<file path="src/rtl/intlv_filo_pkg.sv">
// Shared types and pop widths for the interleaver FILO pair.
package intlv_filo_pkg;
   typedef enum logic [1:0] {EMPTY, FILL, SEALED} filo_state_e;

   localparam int RDA_W         = 10;
   localparam int RDB_W         = 4;
   localparam int RD1_W         = 1;
   localparam int DEFAULT_DEPTH = 128;
endpackage

</file>
<file path="src/rtl/filo_bit_stack.sv">
// One bit-serial FILO: fills bottom-up, is sealed, then drains top-down in pops of 10, 4 or 1 bits.
module filo_bit_stack
   import intlv_filo_pkg::*;
#(
   parameter int DEPTH = DEFAULT_DEPTH,
   parameter int CNT_W = $clog2(DEPTH + 1)
) (
   input  logic             clk,
   input  logic             rst,
   input  logic             wr_en,
   input  logic             wr_data,
   input  logic             wr_eof,
   input  logic             rda_en,
   input  logic             rdb_en,
   input  logic             rd1_en,
   output logic [RDA_W-1:0] rda_data,
   output logic [RDB_W-1:0] rdb_data,
   output logic [RD1_W-1:0] rd1_data,
   output logic             rdy4rd,
   output logic [CNT_W-1:0] cnt,
   output filo_state_e      state,
   output logic             seal,
   output logic             err
);
   localparam int AW = $clog2(DEPTH);

   filo_state_e      state_q, state_d;
   logic [CNT_W-1:0] cnt_q, cnt_d;
   logic [RDA_W-1:0] rda_q, rda_d;
   logic [RDB_W-1:0] rdb_q, rdb_d;
   logic [RD1_W-1:0] rd1_q, rd1_d;
   logic             err_q, err_d;
   logic             mem_q [DEPTH];
   logic             mem_we;
   logic [RDA_W-1:0] pop_bits;
   int               pop_w;

   always_comb begin
      state_d  = state_q;
      cnt_d    = cnt_q;
      rda_d    = rda_q;
      rdb_d    = rdb_q;
      rd1_d    = rd1_q;
      err_d    = 1'b0;
      mem_we   = 1'b0;
      pop_bits = '0;
      pop_w    = 0;

      if (wr_en && state_q != SEALED) begin
         if (cnt_q == CNT_W'(DEPTH)) begin
            err_d = 1'b1;
         end else begin
            mem_we  = 1'b1;
            cnt_d   = cnt_q + 1'b1;
            state_d = FILL;
         end
      end
      // eof looks at the post-write count so a bit written with eof still seals
      if (wr_eof && state_q != SEALED && cnt_d != '0) state_d = SEALED;

      if (rda_en || rdb_en || rd1_en) begin
         if (state_q != SEALED) begin
            err_d = 1'b1;
         end else begin
            if ((rda_en && (rdb_en || rd1_en)) || (rdb_en && rd1_en)) err_d = 1'b1;
            pop_w = rda_en ? RDA_W : (rdb_en ? RDB_W : RD1_W);
            // MSB-aligned pop; positions beyond the held bits stay zero
            for (int i = 0; i < RDA_W; i++) begin
               if (i < pop_w && CNT_W'(i) < cnt_q)
                  pop_bits[RDA_W-1-i] = mem_q[AW'(cnt_q - CNT_W'(i + 1))];
            end
            if (CNT_W'(pop_w) > cnt_q) begin
               err_d = 1'b1;
               cnt_d = '0;
            end else begin
               cnt_d = cnt_q - CNT_W'(pop_w);
            end
            if (rda_en)      rda_d = pop_bits;
            else if (rdb_en) rdb_d = pop_bits[RDA_W-1 -: RDB_W];
            else             rd1_d = pop_bits[RDA_W-1 -: RD1_W];
            if (cnt_d == '0) state_d = EMPTY;
         end
      end
   end

   always_ff @(posedge clk) begin
      if (rst) begin
         state_q <= EMPTY;
         cnt_q   <= '0;
         rda_q   <= '0;
         rdb_q   <= '0;
         rd1_q   <= '0;
         err_q   <= 1'b0;
      end else begin
         state_q <= state_d;
         cnt_q   <= cnt_d;
         rda_q   <= rda_d;
         rdb_q   <= rdb_d;
         rd1_q   <= rd1_d;
         err_q   <= err_d;
      end
   end

   always_ff @(posedge clk) begin
      if (mem_we) mem_q[AW'(cnt_q)] <= wr_data;
   end

   assign rda_data = rda_q;
   assign rdb_data = rdb_q;
   assign rd1_data = rd1_q;
   assign rdy4rd   = (state_q == SEALED) && (cnt_q != '0);
   assign cnt      = cnt_q;
   assign state    = state_q;
   assign seal     = (state_q != SEALED) && (state_d == SEALED);
   assign err      = err_q;
endmodule

</file>
<file path="src/rtl/intlv_filo_pair.sv">
// Ping-pong FILO pair for one interleaver partition: one side fills while the sealed side drains.
module intlv_filo_pair
   import intlv_filo_pkg::*;
#(
   parameter int DEPTH = DEFAULT_DEPTH,
   parameter int CNT_W = $clog2(DEPTH + 1)
) (
   input  logic             clk,
   input  logic             rst,
   input  logic             wr_en,
   input  logic             wr_data,
   input  logic             wr_eof,
   output logic             wr_rdy,
   output logic             wr_err,
   input  logic             filoA_rdA_en,
   input  logic             filoB_rdA_en,
   input  logic             filoA_rdB_en,
   input  logic             filoB_rdB_en,
   input  logic             filoA_rd1_en,
   input  logic             filoB_rd1_en,
   output logic [RDA_W-1:0] filoA_rdA_data,
   output logic [RDA_W-1:0] filoB_rdA_data,
   output logic [RDB_W-1:0] filoA_rdB_data,
   output logic [RDB_W-1:0] filoB_rdB_data,
   output logic [RD1_W-1:0] filoA_rd1_data,
   output logic [RD1_W-1:0] filoB_rd1_data,
   output logic             filoA_rdy4rd,
   output logic             filoB_rdy4rd,
   output logic [CNT_W-1:0] filoA_cnt,
   output logic [CNT_W-1:0] filoB_cnt
);
   filo_state_e state_a, state_b;
   logic        seal_a, seal_b, err_a, err_b;
   logic        wr_en_a, wr_en_b, wr_eof_a, wr_eof_b;
   logic        sel_q, sel_d;        // 0 = A, 1 = B
   logic        drop_q, drop_d;

   always_comb begin
      wr_rdy   = (sel_q ? state_b : state_a) != SEALED;
      wr_en_a  = wr_en  && wr_rdy && !sel_q;
      wr_en_b  = wr_en  && wr_rdy &&  sel_q;
      wr_eof_a = wr_eof && wr_rdy && !sel_q;
      wr_eof_b = wr_eof && wr_rdy &&  sel_q;
      drop_d   = wr_en && !wr_rdy;
      sel_d    = sel_q ^ (sel_q ? seal_b : seal_a);
   end

   always_ff @(posedge clk) begin
      if (rst) begin
         sel_q  <= 1'b0;
         drop_q <= 1'b0;
      end else begin
         sel_q  <= sel_d;
         drop_q <= drop_d;
      end
   end

   assign wr_err = drop_q | err_a | err_b;

   filo_bit_stack #(.DEPTH(DEPTH), .CNT_W(CNT_W)) u_filo_a (
      .clk      (clk),
      .rst      (rst),
      .wr_en    (wr_en_a),
      .wr_data  (wr_data),
      .wr_eof   (wr_eof_a),
      .rda_en   (filoA_rdA_en),
      .rdb_en   (filoA_rdB_en),
      .rd1_en   (filoA_rd1_en),
      .rda_data (filoA_rdA_data),
      .rdb_data (filoA_rdB_data),
      .rd1_data (filoA_rd1_data),
      .rdy4rd   (filoA_rdy4rd),
      .cnt      (filoA_cnt),
      .state    (state_a),
      .seal     (seal_a),
      .err      (err_a)
   );

   filo_bit_stack #(.DEPTH(DEPTH), .CNT_W(CNT_W)) u_filo_b (
      .clk      (clk),
      .rst      (rst),
      .wr_en    (wr_en_b),
      .wr_data  (wr_data),
      .wr_eof   (wr_eof_b),
      .rda_en   (filoB_rdA_en),
      .rdb_en   (filoB_rdB_en),
      .rd1_en   (filoB_rd1_en),
      .rda_data (filoB_rdA_data),
      .rdb_data (filoB_rdB_data),
      .rd1_data (filoB_rd1_data),
      .rdy4rd   (filoB_rdy4rd),
      .cnt      (filoB_cnt),
      .state    (state_b),
      .seal     (seal_b),
      .err      (err_b)
   );
endmodule

</file>
<file path="config.mk">
export PLATFORM = sky130hd
export DESIGN_NAME = intlv_filo_pair
export DESIGN_NICKNAME = d
export VERILOG_FILES = /design/src/rtl/intlv_filo_pkg.sv /design/src/rtl/filo_bit_stack.sv /design/src/rtl/intlv_filo_pair.sv
export SDC_FILE = /design/constraint.sdc
export NUM_CORES = 1
export LEC_CHECK = 0
export ABC_AREA = 1
export CAP_MARGIN = 5
export CORE_MARGIN = 3
export CORE_UTILIZATION = 25
export DETAILED_ROUTE_END_ITERATION = 7
export SLEW_MARGIN = 20
export SYNTH_ARGS = -nofsm -noshare
export SYNTH_HDL_FRONTEND = slang
export SYNTH_SLANG_ARGS = --single-unit
</file>
<file path="constraint.sdc">
create_clock -name clk -period 2.76 [get_ports clk]
set_input_delay 0.276 -clock clk [delete_from_list [all_inputs] [get_ports clk]]
set_output_delay 0.276 -clock clk [all_outputs]
set_load 0.02 [all_outputs]
</file>
# [Word level (Yosys, flattened, before mapping)]
# Memories as Yosys holds them, arrays and structs flattened.
# Cells that the tools add are included.
[totals] reg_bits=54 ram_bits=256 in_bits=11 elab_cells=235 mem_count=2
[memory_table] memory="u_filo_a.mem_q" depth=128 width=1 read_ports=10 rd_clocked_by_memory_dff=0 write_ports=1 line="filo_bit_stack.sv:33" text="logic mem_q [DEPTH];"
[memory_table] memory="u_filo_b.mem_q" depth=128 width=1 read_ports=10 rd_clocked_by_memory_dff=0 write_ports=1 line="filo_bit_stack.sv:33"
[op_classes] addsub=24 n_lt_le_gt_ge=42 eq_ne=9 muxes=72 bitwise=9 reduce_logical=63
[op_table] op="$lt A4 B32 Y1 const A" count=8
[op_table] op="$lt A3 B32 Y1 const A" count=4
[op_table] op="$lt A5 B32 Y1 const A" count=4
[op_table] op="$mux W8" count=14
[op_table] op="$lt A1 B32 Y1 const A" count=2
[op_table] op="$lt A2 B32 Y1 const A" count=2
[op_table] op="$lt A3 B8 Y1 const A" count=8
[op_table] op="$mux W32" count=2
[op_table] op="$sub A7 B3 Y7 const B" count=8
[op_table] op="$sub A7 B4 Y7 const B" count=6
[op_table] op="$logic_and A1 B1 Y1" count=41
[op_table] op="$mux W1" count=41
[op_table] op="$lt A1 B8 Y1 const A" count=4
[op_table] op="$lt A2 B8 Y1 const A" count=4
[op_table] op="$lt A4 B8 Y1 const A" count=4
[op_table] op="$reduce_bool A8 Y1" count=4
[op_table] op="$sub A7 B2 Y7 const B" count=4
[op_table] op="$mux W2" count=13
[op_table] op="$add A8 B1 Y8 const B" count=2
[op_table] op="$eq A8 B8 Y1 const B" count=2
[op_table] op="$gt A8 B8 Y1" count=2
[op_table] op="$logic_not A8 Y1" count=2
[op_table] op="$reduce_and A4 Y1" count=4
[op_table] op="$sub A8 B8 Y8" count=2
[op_table] op="10 further kinds" count=32

# [Logic depth before layout (Yosys ltp)]
[depth] ltp_word=16 ltp_mapped=19 depth_no_buf=16

# [Hierarchy]
# A second synthesis with hierarchy kept.
[unflattened] hier_cells=3798 hier_area_um2=25488.2
[by_module_without_submodules] module="filo_bit_stack (u_filo_b)" instances=1 cells_each=1890 area_each_um2=12690.9
[by_module_without_submodules] module="filo_bit_stack (u_filo_a)" instances=1 cells_each=1887 area_each_um2=12663.4
[by_module_without_submodules] module="intlv_filo_pair" instances=1 cells_each=21 area_each_um2=133.9

# [Worst setup path after synthesis]
# OpenSTA, ideal clock, no wires.
[synth_timing] path_type="register to register" from="register u_filo_b.cnt_q[2], in the netlist u_filo_b.cnt[2]" to="register u_filo_b.rdb_q[3], in the netlist u_filo_b.rdb_data[3]" setup_time_ps=130 arrival_ps=2583 slack_ps=47 path_stages_with_launch=16 n_path_buf=3 synth_period_minus_slack_ps=2713 path_cell_list="dfxtp_1 -> inv_1 -> buf_2 -> clkbuf_1 -> ha_1 -> nand2_2 -> nand2_2 -> xor2_2 -> buf_2 -> nand3_1 -> nand2_1 -> nand2_1 -> nand3_1 -> nand3_1 -> nand3_1 -> a21oi_1"
[synth_via] elab_chain_cells=3 word_cells_on_any_way=5 cone_classes="add/sub (1); order compare (1); mux (1); reduce/logical (1); memory (1)"
[synth_lines] item="start: declaration" line="filo_bit_stack.sv:28" text="logic [CNT_W-1:0] cnt_q, cnt_d;"
[synth_lines] item="start signal: assignment" line="filo_bit_stack.sv:96" text="cnt_q <= cnt_d;"
[synth_lines] item="$sub A7 B1 Y7 / $lt A1 B8 Y1 (equally long branches)" line="filo_bit_stack.sv:70, filo_bit_stack.sv:69"
[synth_lines] item="$mem_v2 Z128 W1 / $logic_and A1 B1 Y1 (equally long branches)"
[synth_lines] item="$mux W1 (*)" line="filo_bit_stack.sv:69" text="if (i < pop_w && CNT_W'(i) < cnt_q)"
[synth_lines] item="end signal: assignment" line="filo_bit_stack.sv:98" text="rdb_q <= rdb_d;"
[synth_lines] item="end: declaration" line="filo_bit_stack.sv:30" text="logic [RDB_W-1:0] rdb_q, rdb_d;"
# Mark *: on every way between the ends. The rest lies on a longest branch, timed or not.
# A chain may end at the register's enable or synchronous reset.

# [Final worst setup path]
[layout_timing] from="register u_filo_a.cnt_q[3], in the netlist u_filo_a.cnt[3]" to="output filoA_rdy4rd"
[layout_via] elab_chain_cells=2
[layout_lines] item="start: declaration" line="filo_bit_stack.sv:28"
[layout_lines] item="start signal: assignment" line="filo_bit_stack.sv:96"
[layout_lines] item="$reduce_bool A8 Y1" line="filo_bit_stack.sv:111" text="assign rdy4rd = (state_q == SEALED) && (cnt_q != '0);"
[layout_lines] item="$logic_and A1 B1 Y1" line="filo_bit_stack.sv:111"
[layout_lines] item="end: declaration" line="intlv_filo_pair.sv:27" text="output logic filoA_rdy4rd,"
# Every way passes these cells.

==> impl_metrics.env <==
export IMPL_status="completed"
export IMPL_drt_pass1_iter_count=7
export IMPL_timing_final_setup_violations=0
export IMPL_ys_warnings_count=0
export IMPL_crit_path_frequent_cell="inv_1"
export IMPL_average_wire_per_standard_cell_um=22.34
export IMPL_grt_first_pass_wirelength_um=174300
export IMPL_cts_reportedPaths_clkPinSlew_ns=0.06
export IMPL_post_route_cells_drive_above_1_share=0.09041
export IMPL_worst_relative_slew_slack=0.4580
export IMPL_tritoncts_num_buffers=36
export IMPL_starting_density_of_the_core=0.2538
export IMPL_cts_path_max_buffers=3
export IMPL_timing_critical_path_to_type="primary output"
export IMPL_dieWidth_um=325.8
export IMPL_synth_seq_area_share=0.3430
export IMPL_post_synth_net_total=3902
export IMPL_groute_usage_overall=0.2154
export IMPL_most_frequent_standard_cell_in_the_layout_excluding_fill_and_tap_cells="nand3_1"
export IMPL_boundaryPins=61
export IMPL_category_of_the_most_critical_setup_path="register to primary output"
export IMPL_ant_nets=0
export IMPL_setup_slack_ns=0.1003
export IMPL_cp_slowest_stage_delay_ns=0.42
export IMPL_num_rows=116
export IMPL_drt_iter0_drc=4075
export IMPL_count_of_hold_buffers_inserted_by_post_cts_repair=0
export IMPL_pre_cts_slack_ns=0.04155
export IMPL_post_synth_cell_area_avg_um2=6.645
export IMPL_cts_htree_levels=2
export IMPL_postSynthCellCount=3847
export IMPL_grt_setup_unrepaired="no"
export IMPL_route_vias_total=29120
export IMPL_final_design_area_no_fill_mm2=0.02997
export IMPL_maxSlewViolCount=0
export IMPL_cp_cell_instances="inv_6 > ha_1 > inv_1 > nor2_2 > nand2_2 > nand2_1 > inv_1 > dlygate4sd2_1"
export IMPL_cts_tree="yes"
export IMPL_cp_arrival_ns=2.38
export IMPL_io_buffers=60
export IMPL_core_region_area_mm2=0.1007
export IMPL_grt_overflow_total=0
export IMPL_layout_common_cells="nand3_1, nand2_1, nor2_1"
export IMPL_skew_pair_late_insertion_delay_ns=0.59
export IMPL_areaGrowthSynthToFinish_pct=17.22
export IMPL_clock_tree_root_cell="clkbuf_16"
export IMPL_holdWs_ns=0.1928
export IMPL_setup_worst_path_start_class="register"
export IMPL_synth_cell_area_mm2=0.02556
export IMPL_dieArea_mm2=0.1061
export IMPL_tns_ns=0
export IMPL_max_cap_violations=0
export IMPL_max_freq_mhz=376.0
export IMPL_routed_wl_um=119100
export IMPL_vias_per_cell=5.465
export IMPL_worst_r2r_path_depth=12
export IMPL_holdPathStages=1
export IMPL_layout_min_cycle_time_ns=2.660
export IMPL_finalHoldViolations=0
export IMPL_synth_cell_type_count=44
export IMPL_tightest_slew_ns=0.8045
export IMPL_numClockSinks=310
export IMPL_detailed_place_area_mm2=0.02867
export IMPL_critPathMaxFanout=10
export IMPL_synth_seq_cells=310
export IMPL_hold_class="primary input to register"
export IMPL_crit_path_top_delay_cell="dfxtp_2"
export IMPL_nets=3999
export IMPL_detailed_place_hpwl_um=89600
export IMPL_grt_start_max_net_pins=141
export IMPL_finalClockSkew_ns=0.02202
export IMPL_worstPathRequired_ns=2.48
export IMPL_vias_in_the_first_global_route=26690
export IMPL_grt_antenna_before_repair=2
export IMPL_routabilityCongestion=1.088
export IMPL_fin_crit_sh=0.9637
export IMPL_post_route_drc=0
export IMPL_fp_dieH_um=325.8
layout make-up:
class	count	area, µm²
diodes	1	2.502
clock buffers	39	933.4
clock inverters	26	275.3
fillers	11150	70760
inverters	160	626.9
multi-input cells	3158	15100
flip-flops and latches	310	8782
well taps	1357	1698
repair buffers	278	2551
stage by stage:
step | util | std cells
finish | 0.2975 | 5329
global route | 0.2975 | 5328
CTS | 0.2967 | 5323
detailed placement | 0.2846 | 5258
global placement | 0.2846 | 5258
floorplan | - | 3847
registers in the layout, summed over array words and instances, names as in the netlist, 2 cells and up:
| signal | count |
|---|---|
| u_filo_a.rdb_data | 4 |
| u_filo_b.cnt | 8 |
| u_filo_b.state | 2 |
| u_filo_a.rda_data | 10 |
| u_filo_b.mem_q | 128 |
| u_filo_a.cnt | 8 |
| u_filo_a.state | 2 |
| u_filo_b.rda_data | 10 |
| u_filo_b.rdb_data | 4 |
| u_filo_a.mem_q | 128 |
logic make-up (layout without fill, tap and decap cells):
logic type / after synthesis / after routing / share of synthesized area
adders and majority gates: 44 / 44 / 0.02212
buffers and inverters: 379 / 503 / 0.06774
xor gates and xnor gates: 59 / 59 / 0.02623
other: 0 / 1 / 0
and+or+nand+nor: 2901 / 2901 / 0.5093
AOI/OAI and AO/OA: 154 / 154 / 0.03167
DFF: 310 / 310 / 0.3430
worst paths after layout:
kind,from,endpoint,slack (ns)
hold / removal,wr_data,u_filo_a.mem_q[84],0.19
setup reg to reg,u_filo_a.cnt[2],u_filo_a.rda_data[3],0.10
hold reg to reg,u_filo_b.rda_data[3],u_filo_b.rda_data[3],0.46
setup / recovery,u_filo_a.cnt[3],filoA_rdy4rd,0.10
critical path: cells and delay by family (launching register included):
kind	cells	cell delay (ns)
fa+ha+maj	1	0.28
flops	1	0.42
buf+inv	4	0.66
simple gates	3	0.44
routing by layer:
| layer | share of wire | GRT usage |
|---|---|---|
| met1 | 0.42 | 0.2869 |
| met2 | 0.45 | 0.3470 |
| met3 | 0.077 | 0.02684 |
| met4 | 0.057 | 0.1001 |
| met5 | 0 | 0 |
timing repair:
item	in CTS	in global routing
pin swaps	0	1
buffers inserted	0	5
gates resized for setup	5	10
endpoints found under the setup margin	2	17
synth_stat cells (all sizes together):
library cell	n	area share
buf	166	0.036
edfxtp	256	0.30
dfxtp	54	0.042
or3	1	0.00024
a31oi	8	0.0020
a211oi	1	0.00029
a31o	2	0.00069
a21boi	2	0.00059
nand3	1543	0.30
xor2	57	0.026
nor2	330	0.049
nor3b	1	0.00029
o211a	1	0.00039
xnor2	2	0.00069
or2	5	0.0012
clkinv	7	0.0012
fa	2	0.0016
nand3b	11	0.0032
o211ai	1	0.00029
ha	42	0.021
o21ai	67	0.013
clkbuf	53	0.0078
a21oi	71	0.014
nand4	11	0.0027
nand2	994	0.15
o31ai	1	0.00029
nor3	5	0.00098
inv	153	0.023
Power is not shown: default switching activity piles up to over one toggle a cycle in this logic, so the estimate is an artifact.
